File: src/rtl/pwm_gen_multi.sv
// Multi-channel PWM generator: shared period counter, per-channel duty stepped by inc/dec edges,
// shadowed so a new duty only applies at a period boundary. Define PWM_CENTER_ALIGN_EN for up/down counting.
module pwm_gen_multi #(
  parameter int N_CH      = 2,
  parameter int WIDTH     = 8,
  parameter int PERIOD    = 10,
  parameter int STEP      = 1,
  parameter int DUTY_INIT = 5
) (
  input  logic                    clk,
  input  logic                    rst_n,
  input  logic                    en,
  input  logic [N_CH-1:0]         increase_duty,
  input  logic [N_CH-1:0]         decrease_duty,
  output logic [N_CH-1:0]         pwm_out,
  output logic [N_CH*WIDTH-1:0]   duty_o,
  output logic                    period_start
);

  localparam logic [WIDTH-1:0] PER_W  = WIDTH'(PERIOD);
  localparam logic [WIDTH-1:0] LAST_W = WIDTH'(PERIOD - 1);
  localparam logic [WIDTH-1:0] STEP_W = WIDTH'(STEP);
  localparam logic [WIDTH-1:0] INIT_W = WIDTH'(DUTY_INIT);

  // Extra bit on the sum keeps the saturation compare from overflowing.
  function automatic logic [WIDTH-1:0] duty_up(input logic [WIDTH-1:0] d);
    logic [WIDTH:0] sum;
    sum = {1'b0, d} + {1'b0, STEP_W};
    if (sum > {1'b0, PER_W}) return PER_W;
    else                     return sum[WIDTH-1:0];
  endfunction

  function automatic logic [WIDTH-1:0] duty_dn(input logic [WIDTH-1:0] d);
    if (d < STEP_W) return '0;
    else            return d - STEP_W;
  endfunction

  logic [WIDTH-1:0] cnt;
  logic [WIDTH-1:0] cnt_nxt;
  logic             at_start;
  logic             load_shadow;
  logic [WIDTH-1:0] duty_req [N_CH];
  logic [WIDTH-1:0] duty_act [N_CH];
  logic [N_CH-1:0]  prev_inc;
  logic [N_CH-1:0]  prev_dec;
  logic [N_CH-1:0]  inc_edge;
  logic [N_CH-1:0]  dec_edge;

  assign inc_edge = increase_duty & ~prev_inc;
  assign dec_edge = decrease_duty & ~prev_dec;

`ifdef PWM_CENTER_ALIGN_EN
  logic dir_up;
  logic dir_up_nxt;

  // Each end value is held for one extra cycle while the direction flips.
  always_comb begin
    cnt_nxt    = cnt;
    dir_up_nxt = dir_up;
    if (!en) begin
      cnt_nxt    = '0;
      dir_up_nxt = 1'b1;
    end else if (dir_up) begin
      if (cnt == LAST_W) dir_up_nxt = 1'b0;
      else               cnt_nxt    = cnt + WIDTH'(1);
    end else begin
      if (cnt == '0) dir_up_nxt = 1'b1;
      else           cnt_nxt    = cnt - WIDTH'(1);
    end
  end

  assign at_start    = (cnt == '0) && dir_up;
  assign load_shadow = !en || ((cnt == '0) && !dir_up);

  always_ff @(posedge clk or negedge rst_n) begin
    if (!rst_n) dir_up <= 1'b1;
    else        dir_up <= dir_up_nxt;
  end
`else
  always_comb begin
    cnt_nxt = '0;
    if (en && (cnt != LAST_W)) cnt_nxt = cnt + WIDTH'(1);
  end

  assign at_start    = (cnt == '0);
  assign load_shadow = !en || (cnt == LAST_W);
`endif

  always_ff @(posedge clk or negedge rst_n) begin
    if (!rst_n) begin
      cnt          <= '0;
      period_start <= 1'b0;
      pwm_out      <= '0;
      prev_inc     <= '0;
      prev_dec     <= '0;
      for (int i = 0; i < N_CH; i++) begin
        duty_req[i] <= INIT_W;
        duty_act[i] <= INIT_W;
      end
    end else begin
      cnt          <= cnt_nxt;
      period_start <= en & at_start;
      prev_inc     <= increase_duty;
      prev_dec     <= decrease_duty;
      for (int i = 0; i < N_CH; i++) begin
        if (inc_edge[i] && !dec_edge[i])      duty_req[i] <= duty_up(duty_req[i]);
        else if (dec_edge[i] && !inc_edge[i]) duty_req[i] <= duty_dn(duty_req[i]);
        if (load_shadow) duty_act[i] <= duty_req[i];
        pwm_out[i] <= en && (cnt < duty_act[i]);
      end
    end
  end

  for (genvar g = 0; g < N_CH; g++) begin : g_duty_o
    assign duty_o[g*WIDTH +: WIDTH] = duty_req[g];
  end

endmodule

File: config.mk
export PLATFORM = sky130hd
export DESIGN_NAME = pwm_gen_multi
export DESIGN_NICKNAME = d
export VERILOG_FILES = /design/src/rtl/pwm_gen_multi.sv
export SDC_FILE = /design/constraint.sdc
export NUM_CORES = 1
export LEC_CHECK = 0
export BUFFER_PORTS_ARGS = -buffer_cell sky130_fd_sc_hd__buf_4
export CORE_ASPECT_RATIO = 1.5
export CORE_MARGIN = 1
export CORE_UTILIZATION = 46
export CTS_CLUSTER_SIZE = 20
export DETAILED_ROUTE_END_ITERATION = 12
export HOLD_SLACK_MARGIN = 0.1
export PLACE_DENSITY = 0.74
export SLEW_MARGIN = 10
export SYNTH_ARGS = -nofsm -noshare
export SYNTH_HDL_FRONTEND = slang
export SYNTH_SLANG_ARGS = --single-unit
File: constraint.sdc
create_clock -name clk -period 3.6 [get_ports clk]
set_input_delay 0.72 -clock clk [delete_from_list [all_inputs] [get_ports clk]]
set_output_delay 0.72 -clock clk [all_outputs]
set_load 0.05 [all_outputs]
After elaboration in Yosys (flattened, before gate mapping)
Cells that the tools add are included.

operators by class
  $add $sub $neg = 5
  $lt $le $gt $ge = 6
  equality and inequality tests = 2
  muxes and demuxes = 9
  bitwise logic cells = 5
  reduce and logical (&&, ||, !) cells = 16

operator list
  kind                   count
  $mux W8                9
  $add A8 B1 Y9 const B  2
  $gt A9 B4 Y1 const B   2
  $lt A8 B1 Y1 const B   2
  $lt A8 B8 Y1           2
  $sub A8 B1 Y8 const B  2
  $add A8 B1 Y8 const B  1
  $eq A8 B4 Y1 const B   1
  $logic_not A8 Y1       1
  $ne A8 B4 Y1 const B   1
  $logic_and A1 B1 Y1    7
  $logic_not A1 Y1       5
  $and A2 B2 Y2          2
  $not A2 Y2             2
  $reduce_bool A2 Y1     2
  $and A1 B1 Y1          1
  $logic_or A1 B1 Y1     1

word-level totals
  bits in registers = 47
  bits of input ports = 7
  output and inout port bits = 19
  logic and storage cells = 52

Depth between registers and ports, before layout
  word-level depth = 6
  depth in mapped cells = 8
  depth with buffers taken out = 7

Worst setup path after synthesis
No wires, ideal clock.

  path kind = flip-flop to flip-flop
  start = register duty_req, in the netlist duty_o[8]
  end = register duty_req, in the netlist duty_o[8]
  library setup time = 86 ps
  arrival = 2183 ps
  data required time = 3514 ps
  setup slack = 1331 ps
  stages on the path, launching flop included = 9
  buffers on the path = 1
  clock period less this slack = 2269 ps
  cell sequence = dfstp_2 > clkbuf_8 > inv_1 > ha_1 > or2b_1 > a311oi_2 > a2111oi_4 > a21oi_2 > o31ai_2

on the way
  word-level cells in the longest chain between the ends = 4
  elaborated cells on any way between the ends = 8

ends and longest elaborated chain
  element                                         line     RTL
  start: declaration                              42       logic [WIDTH-1:0] duty_req [N_CH];
  start signal: indexed assignment                106      if (inc_edge[i] && !dec_edge[i]) duty_req[i] <= duty_up(duty_req[i]);
  start signal: indexed assignment                107      else if (dec_edge[i] && !inc_edge[i]) duty_req[i] <= duty_dn(duty_req[i]);
  $add A8 B1 Y9 (tied with other cells)           28       sum = {1'b0, d} + {1'b0, STEP_W};
  $gt A9 B4 Y1 / $mux W8 (equally long branches)  29, 34
  $mux W8, on equally long branches               29, 107
  $mux W8 (*)                                     106

Mark *: on every way between the ends. The rest lies on a longest branch, timed or not. The select of a mux whose other input is x is not followed.
A chain may end at the register's enable or synchronous reset.

Worst setup path after layout
  start = register duty_req, in the netlist duty_o[8]
  end = register duty_req, in the netlist duty_o[9]

The elaborated chain is that of the path after synthesis.

==> impl_results.md <==
* Status: complete, no violations
* Internal power at 1.38 mW
* Layout cells sized above 1 at 0.176
* CP Data Required Time at 3.82 ns
* Final Wtd Congestion at 0.812
* H-tree depth at 2
* F_max at 0.452 GHz
* Synth top area cells: dfrtp_1 (33%), ha_1 (11%), dfstp_2 (7.2%), o21ai_0 (5.3%), nand2_1 (4.0%)
* Synthesized area at 2930 µm²
* Ys Warns at 0
* Final setup viols at 0
* Slew Limit Fails at 0
* Final setup margin at 1.39 ns
* Post-synth top area share at 0.333
* P_sw at 1.26 mW
* CTS sink cnt at 47
* CTS buffer count at 5
* Synth Register Bits at 47
* CTS resizes at 0
* Max-cap violation count at 0
* Final period utilization at 0.614
* Vias at 2,313
* Detail Route Antenna Nets at 0
* I/O Buffers at 25
* M3 GR Usage at 0.0318
* Final hold vios at 0
* Global route hottest layer: met2
* Met1 Resource Use GR at 0.225
* GRT overflow at 0
* R2r setup slk at 1.39 ns
* Nets at 367
* 1st-iter DRT viols at 186
* Setup WS pre-CTS at 1.19 ns
* Final wirelength at 5.76 mm
* Global-route wire length before repair at 9.77 mm
* Top cell type by total area after synthesis: dfrtp_1
* FILL cells at 606
* Yosys cell types at 57
* Drt drc at 0
* Met2 Usage GRT at 0.327
* Vias in the first global route at 2,197
* Register area at 1190 µm²
* Final min period at 2.21 ns
* Clk_lat worst skew at 0.30 ns
* Syn Nets at 349
* # IOs at 26
* Sw frac at 0.477
* Antenna violations before repair at 0
* Max Fanout on Critical Path at 14
* Class of the worst hold path: in2async
* Worst r2r src: duty_o[8]$_DFFE_PN1P_
* Leakage power at 1.44 nW
* Setup TNS at 0 ns
* Clk root buf: clkbuf_8
* Starting Density at 0.478
* Die Y at 99.8 µm
* Register area share after synthesis at 0.405
* Clock tree buffer depth at 2
* Top post-synthesis cells by count: dfrtp_1 (39), nand2_1 (31), o21ai_0 (31)
* Total GRT Usage at 0.188
* RSZ-0062 raised after global routing: false
* Peak supply drop at 470 µV
* Comb power frac at 0.500
* Worst-Margin Slew at 0.687 ns
* Detailed Routing Iterations Pass 1 at 4
* Largest net degree at the start of global routing at 48
* CP Capture Type: flop
* # rows at 35
* Final clock skew at 0.00917 ns
* Post-synth top flop: dfrtp_1
* Slew headroom at 0.542
* Total Die Area at 6700 µm²
* Worst Reg-to-Reg Cells at 6
* Sequential share of power at 0.379
* Post-Syn Instances at 317
* PD cells at 819 nW/µm²
* Critical path data arrival time at 2.43 ns
* Area grow syn2layout at 9.99%
* Cell with the most instances after synthesis: dfrtp_1
* Multi-input logic area at 1550 µm²
* Post-synth EDFFs at 0
* Fraction of registers with async set/reset at 1.00
* Setup Buffers After CTS at 0
* Syn Area/Cell at 9.25 µm²
* DIE WIDTH at 67.2 µm
* CTS clk-pin slew, worst paths at 0.09 ns
* Core area at 6130 µm²
* Setup CP Type: reg2reg
* Diode count at 0
* Post-DP HPWL at 4.04 mm
* Clock power frac at 0.121
* R2r endpoint: duty_o[9]$_DFFE_PN0P_
* CTS Hold Bufs at 0
* Drt wl/cell at 14.0 µm
* Vias per cell at 5.64
* Setup crit start kind: flop
* CTS tree: built
## area by class of cell
cell class | instances | area share
inverter | 28 | 0.0326
timing repair buffer | 27 | 0.0629
clock inverter | 3 | 0.00621
tap | 74 | 0.0287
clock buffer | 5 | 0.0213
sequential | 47 | 0.368
multi-input combinational | 226 | 0.480
## how the worst max path moves through the flow
stage / endpoint / slack (ns) / from / cells past startpoint
after global placement: duty_o[15]$_DFFE_PN0P_ / 1.30 / increase_duty[1] / 7
after global routing: duty_o[3]$_DFFE_PN0P_ / 1.20 / duty_o[1]$_DFFE_PN0P_ / 6
after detailed placement: duty_o[15]$_DFFE_PN0P_ / 1.19 / increase_duty[1] / 7
final: duty_o[9]$_DFFE_PN0P_ / 1.39 / duty_o[8]$_DFFE_PN1P_ / 6
after floorplan: duty_o[8]$_DFFE_PN1P_ / 1.33 / duty_o[8]$_DFFE_PN1P_ / 8
after CTS: duty_o[9]$_DFFE_PN0P_ / 1.37 / duty_o[8]$_DFFE_PN1P_ / 6
## worst max-delay path: stages, from the launching register on
cell       delay, ns
dfstp_2         0.70
ha_1            0.28
or2b_2          0.33
a311oi_2        0.34
a2111oi_4       0.12
a21bo_1         0.22
a22oi_1         0.14
## flip-flops by register name (all words and copies together), names as in the netlist
register,cells
prev_inc,2
prev_dec,2
period_start,1
pwm_out,2
duty_act,16
cnt,8
duty_o,16
## cell families after synthesis
kind of cell | Yosys count | share of synthesized area
simple gates | 106 | 0.188
mux | 4 | 0.0145
compound gates | 77 | 0.176
xor+xnor | 14 | 0.0418
buf+inv | 44 | 0.0683
flops | 47 | 0.405
fa+ha+maj | 25 | 0.107
## power by group through the flow
stage	Combinational [mW]	Clock [mW]	Sequential, mW
2_1_floorplan	0.830	0	1.18
3_3_place_gp	1.29	0	1.00
3_5_place_dp	1.32	0	1.01
4_1_cts	1.33	0.332	1.00
5_1_grt	1.45	0.351	1.04
6_report	1.32	0.318	1.00
## placed cells by master (no fill, tap or decap), types with 3 or more instances in the layout
master / instances
a21boi_0: 4
a21oi_1: 11
a22oi_1: 3
a31oi_1: 5
and3_1: 4
buf_4: 27
clkbuf_8: 5
dfrtp_1: 39
dfstp_2: 8
ha_1: 25
inv_1: 28
nand2_1: 31
nand2b_1: 4
nand3_1: 10
nand4_1: 3
nor2_1: 26
nor2b_1: 3
nor3_1: 5
nor4_1: 3
nor4b_1: 3
o21ai_0: 30
or3_1: 3
xnor2_1: 7
xor2_1: 7
## metrics by stage
stage	util	area (µm²)	instances	power, mW	hold WS [ns]
floorplan	-	2930	317	2.01	0.424
global placement	0.511	3140	402	2.29	0.501
detailed placement	0.511	3140	402	2.33	0.507
CTS	0.526	3220	410	2.66	0.429
global route	0.526	3220	410	2.84	0.450
finish	0.526	3220	410	2.64	0.403
## metal layers
metal / vias to the layer above / wire [µm] / share of wire
met3: 7 / 161 / 0.028
met1: 1126 / 2430 / 0.42
met4: 0 / 73 / 0.013
li1: 1134 / - / -
met5: - / 0 / 0
met2: 46 / 3100 / 0.54
No activity file was read; power rests on OpenSTA's default activity.
